<file path="src/rtl/serial_add_sub_pkg.sv">
// Shared definitions for the bit-serial add/subtract unit: FSM states and op encoding.
package serial_add_sub_pkg;

  typedef enum logic [1:0] {
    IDLE  = 2'd0,
    SHIFT = 2'd1,
    DONE  = 2'd2
  } state_t;

  localparam logic OP_ADD = 1'b0;
  localparam logic OP_SUB = 1'b1;

endpackage

</file>
<file path="src/rtl/serial_add_sub_if.sv">
// Operand and result handshakes for serial_add_sub; the master drives operands, the slave computes.
interface serial_add_sub_if #(
  parameter int unsigned WIDTH = 8
);
  logic             in_valid;
  logic             in_ready;
  logic [WIDTH-1:0] a;
  logic [WIDTH-1:0] b;
  logic             op;
  logic             out_valid;
  logic             out_ready;
  logic [WIDTH-1:0] result;
  logic             carry;
  logic             overflow;

  modport master (
    output in_valid, a, b, op, out_ready,
    input  in_ready, out_valid, result, carry, overflow
  );

  modport slave (
    input  in_valid, a, b, op, out_ready,
    output in_ready, out_valid, result, carry, overflow
  );
endinterface

</file>
<file path="src/rtl/serial_add_sub_fa_cell.sv">
// One-bit full adder built from two half-adder stages and an OR of their carries.
module fa_cell (
  input  logic x,
  input  logic y,
  input  logic cin,
  output logic s,
  output logic cout
);
  logic p;
  logic g1;
  logic g2;

  assign p    = x ^ y;
  assign g1   = x & y;
  assign s    = p ^ cin;
  assign g2   = p & cin;
  assign cout = g1 | g2;
endmodule

</file>
<file path="src/rtl/serial_add_sub.sv">
// Bit-serial adder/subtractor: LSB-first through one full-adder cell and a carry flop,
// with valid/ready handshakes on operands and result.
module serial_add_sub
  import serial_add_sub_pkg::*;
#(
  parameter int unsigned WIDTH = 8
) (
  input logic            clk,
  input logic            rst_n,
  serial_add_sub_if.slave io
);
  localparam int unsigned     CW       = (WIDTH > 2) ? $clog2(WIDTH) : 1;
  localparam logic [CW-1:0]   CNT_PRE  = CW'(WIDTH - 2);
  localparam logic [CW-1:0]   CNT_LAST = CW'(WIDTH - 1);

  state_t           state;
  logic [WIDTH-1:0] shift_a;
  logic [WIDTH-1:0] shift_b;
  logic [WIDTH-1:0] res_q;
  logic [CW-1:0]    bit_cnt;
  logic             carry_ff;
  logic             carry_msb;
  logic             op_q;
  logic             in_ready_q;
  logic             out_valid_q;
  logic             carry_q;
  logic             ovf_q;
  logic             fa_s;
  logic             fa_co;

  fa_cell u_fa (
    .x    (shift_a[0]),
    .y    (shift_b[0]),
    .cin  (carry_ff),
    .s    (fa_s),
    .cout (fa_co)
  );

  always_ff @(posedge clk or negedge rst_n) begin
    if (!rst_n) begin
      state       <= IDLE;
      shift_a     <= '0;
      shift_b     <= '0;
      res_q       <= '0;
      bit_cnt     <= '0;
      carry_ff    <= 1'b0;
      carry_msb   <= 1'b0;
      op_q        <= 1'b0;
      in_ready_q  <= 1'b1;
      out_valid_q <= 1'b0;
      carry_q     <= 1'b0;
      ovf_q       <= 1'b0;
    end else begin
      unique case (state)
        IDLE: begin
          if (io.in_valid) begin
            shift_a    <= io.a;
            shift_b    <= (io.op == OP_SUB) ? ~io.b : io.b;
            carry_ff   <= io.op;
            op_q       <= io.op;
            bit_cnt    <= '0;
            res_q      <= '0;
            in_ready_q <= 1'b0;
            state      <= SHIFT;
          end
        end
        SHIFT: begin
          res_q    <= {fa_s, res_q[WIDTH-1:1]};
          shift_a  <= shift_a >> 1;
          shift_b  <= shift_b >> 1;
          carry_ff <= fa_co;
          bit_cnt  <= bit_cnt + CW'(1);
          if (bit_cnt == CNT_PRE) begin
            carry_msb <= fa_co;
          end
          // carry_msb was captured on the previous edge, so it is valid here even for WIDTH=2.
          if (bit_cnt == CNT_LAST) begin
            carry_q     <= fa_co ^ op_q;
            ovf_q       <= carry_msb ^ fa_co;
            out_valid_q <= 1'b1;
            state       <= DONE;
          end
        end
        DONE: begin
          if (io.out_ready) begin
            out_valid_q <= 1'b0;
            in_ready_q  <= 1'b1;
            state       <= IDLE;
          end
        end
        default: state <= IDLE;
      endcase
    end
  end

  assign io.in_ready  = in_ready_q;
  assign io.out_valid = out_valid_q;
  assign io.result    = res_q;
  assign io.carry     = carry_q;
  assign io.overflow  = ovf_q;
endmodule

</file>
<file path="src/flat_wrapper.sv">
// flat-port wrapper written by rule: the top's interface ports become plain ports
module serial_add_sub_flat import serial_add_sub_pkg::*;
#(
  parameter int unsigned WIDTH = 8
)
  (clk, rst_n, io_in_valid, io_a, io_b, io_op, io_out_ready, io_in_ready, io_out_valid, io_result, io_carry, io_overflow);
  serial_add_sub_if #(.WIDTH(WIDTH)) io_i ();
  input logic clk;
  input logic rst_n;
  input wire logic [$bits(io_i.in_valid)-1:0] io_in_valid;
  input wire logic [$bits(io_i.a)-1:0] io_a;
  input wire logic [$bits(io_i.b)-1:0] io_b;
  input wire logic [$bits(io_i.op)-1:0] io_op;
  input wire logic [$bits(io_i.out_ready)-1:0] io_out_ready;
  output wire logic [$bits(io_i.in_ready)-1:0] io_in_ready;
  output wire logic [$bits(io_i.out_valid)-1:0] io_out_valid;
  output wire logic [$bits(io_i.result)-1:0] io_result;
  output wire logic [$bits(io_i.carry)-1:0] io_carry;
  output wire logic [$bits(io_i.overflow)-1:0] io_overflow;
  assign io_i.in_valid = io_in_valid;
  assign io_i.a = io_a;
  assign io_i.b = io_b;
  assign io_i.op = io_op;
  assign io_i.out_ready = io_out_ready;
  assign io_in_ready = io_i.in_ready;
  assign io_out_valid = io_i.out_valid;
  assign io_result = io_i.result;
  assign io_carry = io_i.carry;
  assign io_overflow = io_i.overflow;
  serial_add_sub #(.WIDTH(WIDTH)) u_core (.clk(clk), .rst_n(rst_n), .io(io_i));
endmodule
</file>
<file path="config.mk">
export PLATFORM = sky130hd
export DESIGN_NAME = serial_add_sub_flat
export DESIGN_NICKNAME = d
export VERILOG_FILES = /design/src/rtl/serial_add_sub_pkg.sv /design/src/rtl/serial_add_sub_if.sv /design/src/rtl/serial_add_sub_fa_cell.sv /design/src/rtl/serial_add_sub.sv /design/src/flat_wrapper.sv
export SDC_FILE = /design/constraint.sdc
export NUM_CORES = 1
export LEC_CHECK = 0
export CORE_AREA = 2 2 73 75
export DETAILED_ROUTE_END_ITERATION = 8
export DIE_AREA = 0 0 75 77
export GPL_TIMING_DRIVEN = 0
export PLACE_DENSITY = 0.6
export SYNTH_ARGS = -nofsm -noshare
export SYNTH_HDL_FRONTEND = slang
export SYNTH_SLANG_ARGS = --single-unit
</file>
<file path="constraint.sdc">
create_clock -name clk -period 1.71 [get_ports clk]
set_clock_uncertainty 0.2 [all_clocks]
set_input_delay 0.513 -clock clk [delete_from_list [all_inputs] [get_ports clk]]
set_output_delay 0.513 -clock clk [all_outputs]
set_load 0.01 [all_outputs]
</file>
* Word-level counts from Yosys, hierarchy flattened *
Index checks and enable logic that the tools add are counted.

storage, ports and cells
  flip-flop bits (word level) = 36
  latch bits = 0
  memory bits (writable) = 0
  memory bits (read-only) = 0
  input bits = 21
  output and inout bits = 12
  word-level logic and storage cells = 60
  memories kept = 0

cells by class
  add/subtract/negate cells = 1
  multipliers = 0
  div/mod/pow operators = 0
  $lt $le $gt $ge = 0
  equal/unequal tests = 7
  shift-type cells = 0
  muxes and demuxes = 21
  bitwise gates (word level) = 8
  reduce and logical (&&, ||, !) cells = 11

operator list
  operator             count
  $pmux 8 s2           3
  $mux 8               4
  $reduce_and 3->1     3
  $not 8->8            1
  $reduce_and 2->1     4
  $eq 3x3->1 const B   2
  $mux 2               3
  $pmux 1 s2           3
  $pmux 2 s3           1
  $pmux 3 s2           1
  $reduce_bool 2->1    3
  $mux 1               5
  $ne 2x2->1 const B   2
  $xor 1x1->1          4
  $add 3x1->3 const B  1
  $mux 3               1
  $and 1x1->1          2
  $eq 2x1->1 const B   1
  $eq 2x2->1 const B   1
  $logic_not 2->1      1
  $ne 2x1->1 const B   1
  $or 1x1->1           1

* Depth between registers and ports, before layout *
  depth after elaboration = 4
  depth in mapped cells = 5

* Hierarchy *
From an unflattened synthesis, not the netlist that was laid out.

second synthesis, totals
  cells, all modules = 161
  area, all modules = 1702.9 µm²

modules (own cells, without submodules)
  module          times used  cells an instance  area an instance (µm²)
  serial_add_sub  1           160                1682.9
  fa_cell         1           1                  20.0

* Worst setup path after synthesis *
Ideal clock, no wire load.

  path kind = input -> register
  from = in io_op
  to = reg u_core.carry_ff
  arrival = 1338 ps
  required time = 1389 ps
  path slack = 50 ps
  cell stages on the path = 4
  path buffers = 1
  cell sequence = clkbuf_2 or3b_2 a21oi_1 a21oi_1

on the way
  cells in the longest elaborated chain, start to end = 2

RTL lines
  item                  line                  RTL
  start, declared       flat_wrapper.sv:13    input wire logic [$bits(io_i.op)-1:0] io_op;
  $mux 1                serial_add_sub.sv:56  if (io.in_valid) begin
  $pmux 1 s2            serial_add_sub.sv:54  unique case (state)
  end signal, assigned  serial_add_sub.sv:59  carry_ff <= io.op;
  end signal, assigned  serial_add_sub.sv:71  carry_ff <= fa_co;
  end, declared         serial_add_sub.sv:21  logic carry_ff;

No other way between the ends. The select of a mux whose other input is x is not followed.
A chain may end at the register's enable or synchronous reset.

* Worst setup path after layout *
  from = reg u_core.res_q[1], in the netlist u_core.io.result[1]
  to = out io_result[1]

RTL lines
  item                    line                  RTL
  start, declared         serial_add_sub.sv:19  logic [WIDTH-1:0] res_q;
  start signal, assigned  serial_add_sub.sv:68  res_q <= {fa_s, res_q[WIDTH-1:1]};
  end, declared           flat_wrapper.sv:17    output wire logic [$bits(io_i.result)-1:0] io_result;

No word-level cell between the ends.

==> results by group <==
Outcome
  – Outcome: finished, final reports clean

Power and ir drop
  – Psw: 1.272 mW
  – Cell internal pwr: 2.147 mW
  – Comb pwr share: 40.1%
  – Tot Pwr: 3.419 mW
  – Clock power frac: between 15 and 20%
  – P per Cell Area: 1573 mW/mm^2
  – Leakage: between 1 and 1.5 nW
  – Reg power frac: 42.0%
  – Max VDD drop: about 760 uV
  – Sw frac: 37.21%

STA
  – Final setup TNS: 0 ns
  – Hold Fails Final Rpt: 0
  – Final hold slack: 0.1154 ns
  – Worst-margin pin slew: 0.7975 ns
  – Final slew viol count: 0
  – Peak Freq: 594.5 MHz
  – RSZ-0062 raised after global routing: true
  – Min Tclk post-route: 1.682 ns
  – Final Cycle Share: 98.36%
  – Max_slew headroom: 46.84%
  – Setup-violating endpoint count in the final report: 0
  – Final WS setup: 0.02796 ns

Critical path
  – WP depth: 1
  – Setup CP Type: flip-flop to output pin
  – CP Data Required Time: 1.00 ns
  – R2R Path End: u_core.shift_b[6]
  – FF-to-FF path depth: 4
  – Worst setup endpoint: io_result[1]
  – CP max stage cell: dfrtp_1
  – Critical path startpoint: u_core.io.result[1]
  – Worst setup EP type: output pin
  – Worst R2R Setup Slack: 0.10 ns
  – Startpoint Class: flip-flop
  – Peak per-stage delay on the critical path: 0.40 ns
  – FF-to-FF Start: u_core.state[1]
  – Worst Path Max Fanout: 3
  – Buf/Inv on CP: 1
  – Critical Path AT: 0.97 ns
  – Delay-heaviest family, CP: flip-flops
  – Crit-path cells: dlygate4sd2_1

Synthesis
  – Seq/Total Area, Yosys: a little over half
  – Synth Register Bits: 36
  – Yosys warning count: 0
  – Syn Nets: 194
  – Syn_area_per_cell: roughly 10 um^2
  – Cells after synthesis: 169
  – Synth area leader: dfrtp_1
  – Mapped Area: between 0.0015 and 0.002 mm^2
  – Synth top area share: 51.89%
  – Cells taking the most area after synthesis: dfrtp_1 (52%), nand2_1 (7.1%), o21ai_0 (5.0%), xor2_1 (4.7%), a222oi_1 (4.2%)
  – Yosys cell types: 29

Die
  – I/O pins: 33
  – Std cell rows: 26
  – Chip width: approximately 75 um
  – Die height: 77 um
  – Initial Util: roughly 34%
  – Core Area: 0.004977 mm^2
  – Total die area: 0.005775 mm^2

Layout
  – Fraction of layout cells with a size suffix above 1: 11.48%
  – Finished Cell Area: roughly 0.0022 mm^2
  – Non-filler cells, final: ~280
  – Layout net count: 233
  – Core Util, Final: 43.67%
  – ANT cells: 0
  – Area delta synth->final: 28.76%

Clocking
  – CTS tree: built
  – Hold buffer count at CTS: 0
  – Root Buffer: clkbuf_8
  – Htree depth: 2
  – Later-pin clock latency in the skew report: 0.28 ns
  – Clock Sinks: 36
  – Max clock buf depth: 2
  – Clock Pin Slew Worst Setup and Hold Paths: approximately 0.070 ns
  – TritonCTS Buffers: 5

Place
  – IO buf count: 31
  – Placed inst area: 0.002081 mm^2
  – RePlAce Congestion: 0.7195
  – Inst Count DP: 270
  – Hpwl dp: 2475 um
  – Placement Setup Slack: -0.5714 ns

GRT
  – First-pass GRT wire length: 6499 um
  – Grt ovf: 0
  – Total GRT Usage: 14.57%
  – Vias in the first global route: 1,367
  – Largest net degree at the start of global routing: 37
  – Initial antenna violation count: 0

Drt
  – Routed vias/inst: approximately 4.8
  – DRC Markers: 0
  – Vias post-DR: 1,327
  – Wire per inst: 13.06 um
  – Final antenna-violating net count: 0
  – DR iter-0 viols: between 100 and 150
  – Initial DRT Pass Iterations: 5
  – WL final: 3643 um

Flow run
  – Max-cap viol count: 0

Hold path
  – Min-delay worst type: input port to async pin
-- power groups by stage --
stage | Combinational, mW | Clock, mW | Sequential (mW)
3_3_place_gp | 1.43 | 0 | 1.45
6_report | 1.37 | 0.612 | 1.44
2_1_floorplan | 0.878 | 0 | 1.45
5_1_grt | 1.59 | 0.681 | 1.49
3_5_place_dp | 1.44 | 0 | 1.45
4_1_cts | 1.38 | 0.636 | 1.43
-- cells in the final DEF (no fill, tap or decap), types with 9 or more instances in the layout --
| cell | instances |
|---|---|
| clkdlybuf4s50_1 | 17 |
| dfrtp_1 | 34 |
| inv_1 | 13 |
| nand2_1 | 32 |
| nand3_1 | 12 |
| o21ai_0 | 17 |
| xor2_1 | 9 |
-- worst min path at each step --
| stage | cells past startpoint | from | slack [ns] | endpoint |
|---|---|---|---|---|
| 6_report | 1 | rst_n | 0.12 | u_core.shift_a[5] |
| 5_1_grt | 1 | rst_n | 0.18 | u_core.shift_a[5] |
| 4_1_cts | 1 | rst_n | 0.15 | u_core.io.result[0] |
| 3_5_place_dp | 2 | u_core.io.result[5] | 0.27 | u_core.io.result[4] |
| 3_3_place_gp | 2 | u_core.shift_a[1] | 0.27 | u_core.shift_a[1] |
| 2_1_floorplan | 0 | rst_n | 0.02 | u_core.bit_cnt[0] |
-- cell families (layout without fill, tap and decap cells) --
kind of cell | Yosys count | count (layout) | share of synthesized area (%)
AOI/OAI and AO/OA | 38 | 38 | 14.31
xor gates and xnor gates | 10 | 10 | 5.189
adders and majority gates | 4 | 4 | 3.410
buffers and inverters | 24 | 64 | 6.746
DFF | 36 | 36 | 53.45
and+or+nand+nor | 57 | 57 | 16.90
-- layout make-up --
type,count,area [um^2]
sequential,36,903.4
clock buffer,8,90.09
timing repair buffer,32,294.0
fill,505,2804
multi-input combinational,109,681.9
inverter,13,48.80
buffer,11,67.56
tap,70,87.58
-- per-layer routing --
layer	share of wire, %	routed length (um)	global-route usage, %
met5	0	0	0
met4	1.6	60	4.821
met3	6.3	228	3.942
met2	43	1560	20.79
met1	49	1793	21.17
-- state kept, by name, indices dropped and copies added (netlist names) --
register / count
u_core.io.overflow: 1
u_core.carry_ff: 1
u_core.bit_cnt: 3
u_core.io.in_ready: 1
u_core.shift_a: 8
u_core.shift_b: 8
u_core.io.carry: 1
u_core.state: 2
u_core.carry_msb: 1
u_core.io.result: 8
u_core.op_q: 1
u_core.io.out_valid: 1
-- synthesized netlist by cell type (all sizes together) --
| cell | n |
|---|---|
| dfrtp | 35 |
| nand2 | 32 |
| o21ai | 17 |
| inv | 13 |
| nand3 | 12 |
| xor2 | 9 |
| a21oi | 7 |
| a222oi | 7 |
| buf | 7 |
| and3b | 4 |
| clkbuf | 4 |
| a22oi | 3 |
| ha | 3 |
| nor2b | 3 |
| or3b | 2 |
| a31oi | 1 |
| a41oi | 1 |
| dfstp | 1 |
| fa | 1 |
| nand2b | 1 |
| nand3b | 1 |
| nor3b | 1 |
| o21bai | 1 |
| o22ai | 1 |
| or2b | 1 |
| xnor2 | 1 |
-- timing repair --
action | CTS | global route
resized for setup | 18 | 9
endpoints found under the setup margin | 42 | 23
buffers inserted | 0 | 1
Note: power is estimated with default switching activity, not from simulation.
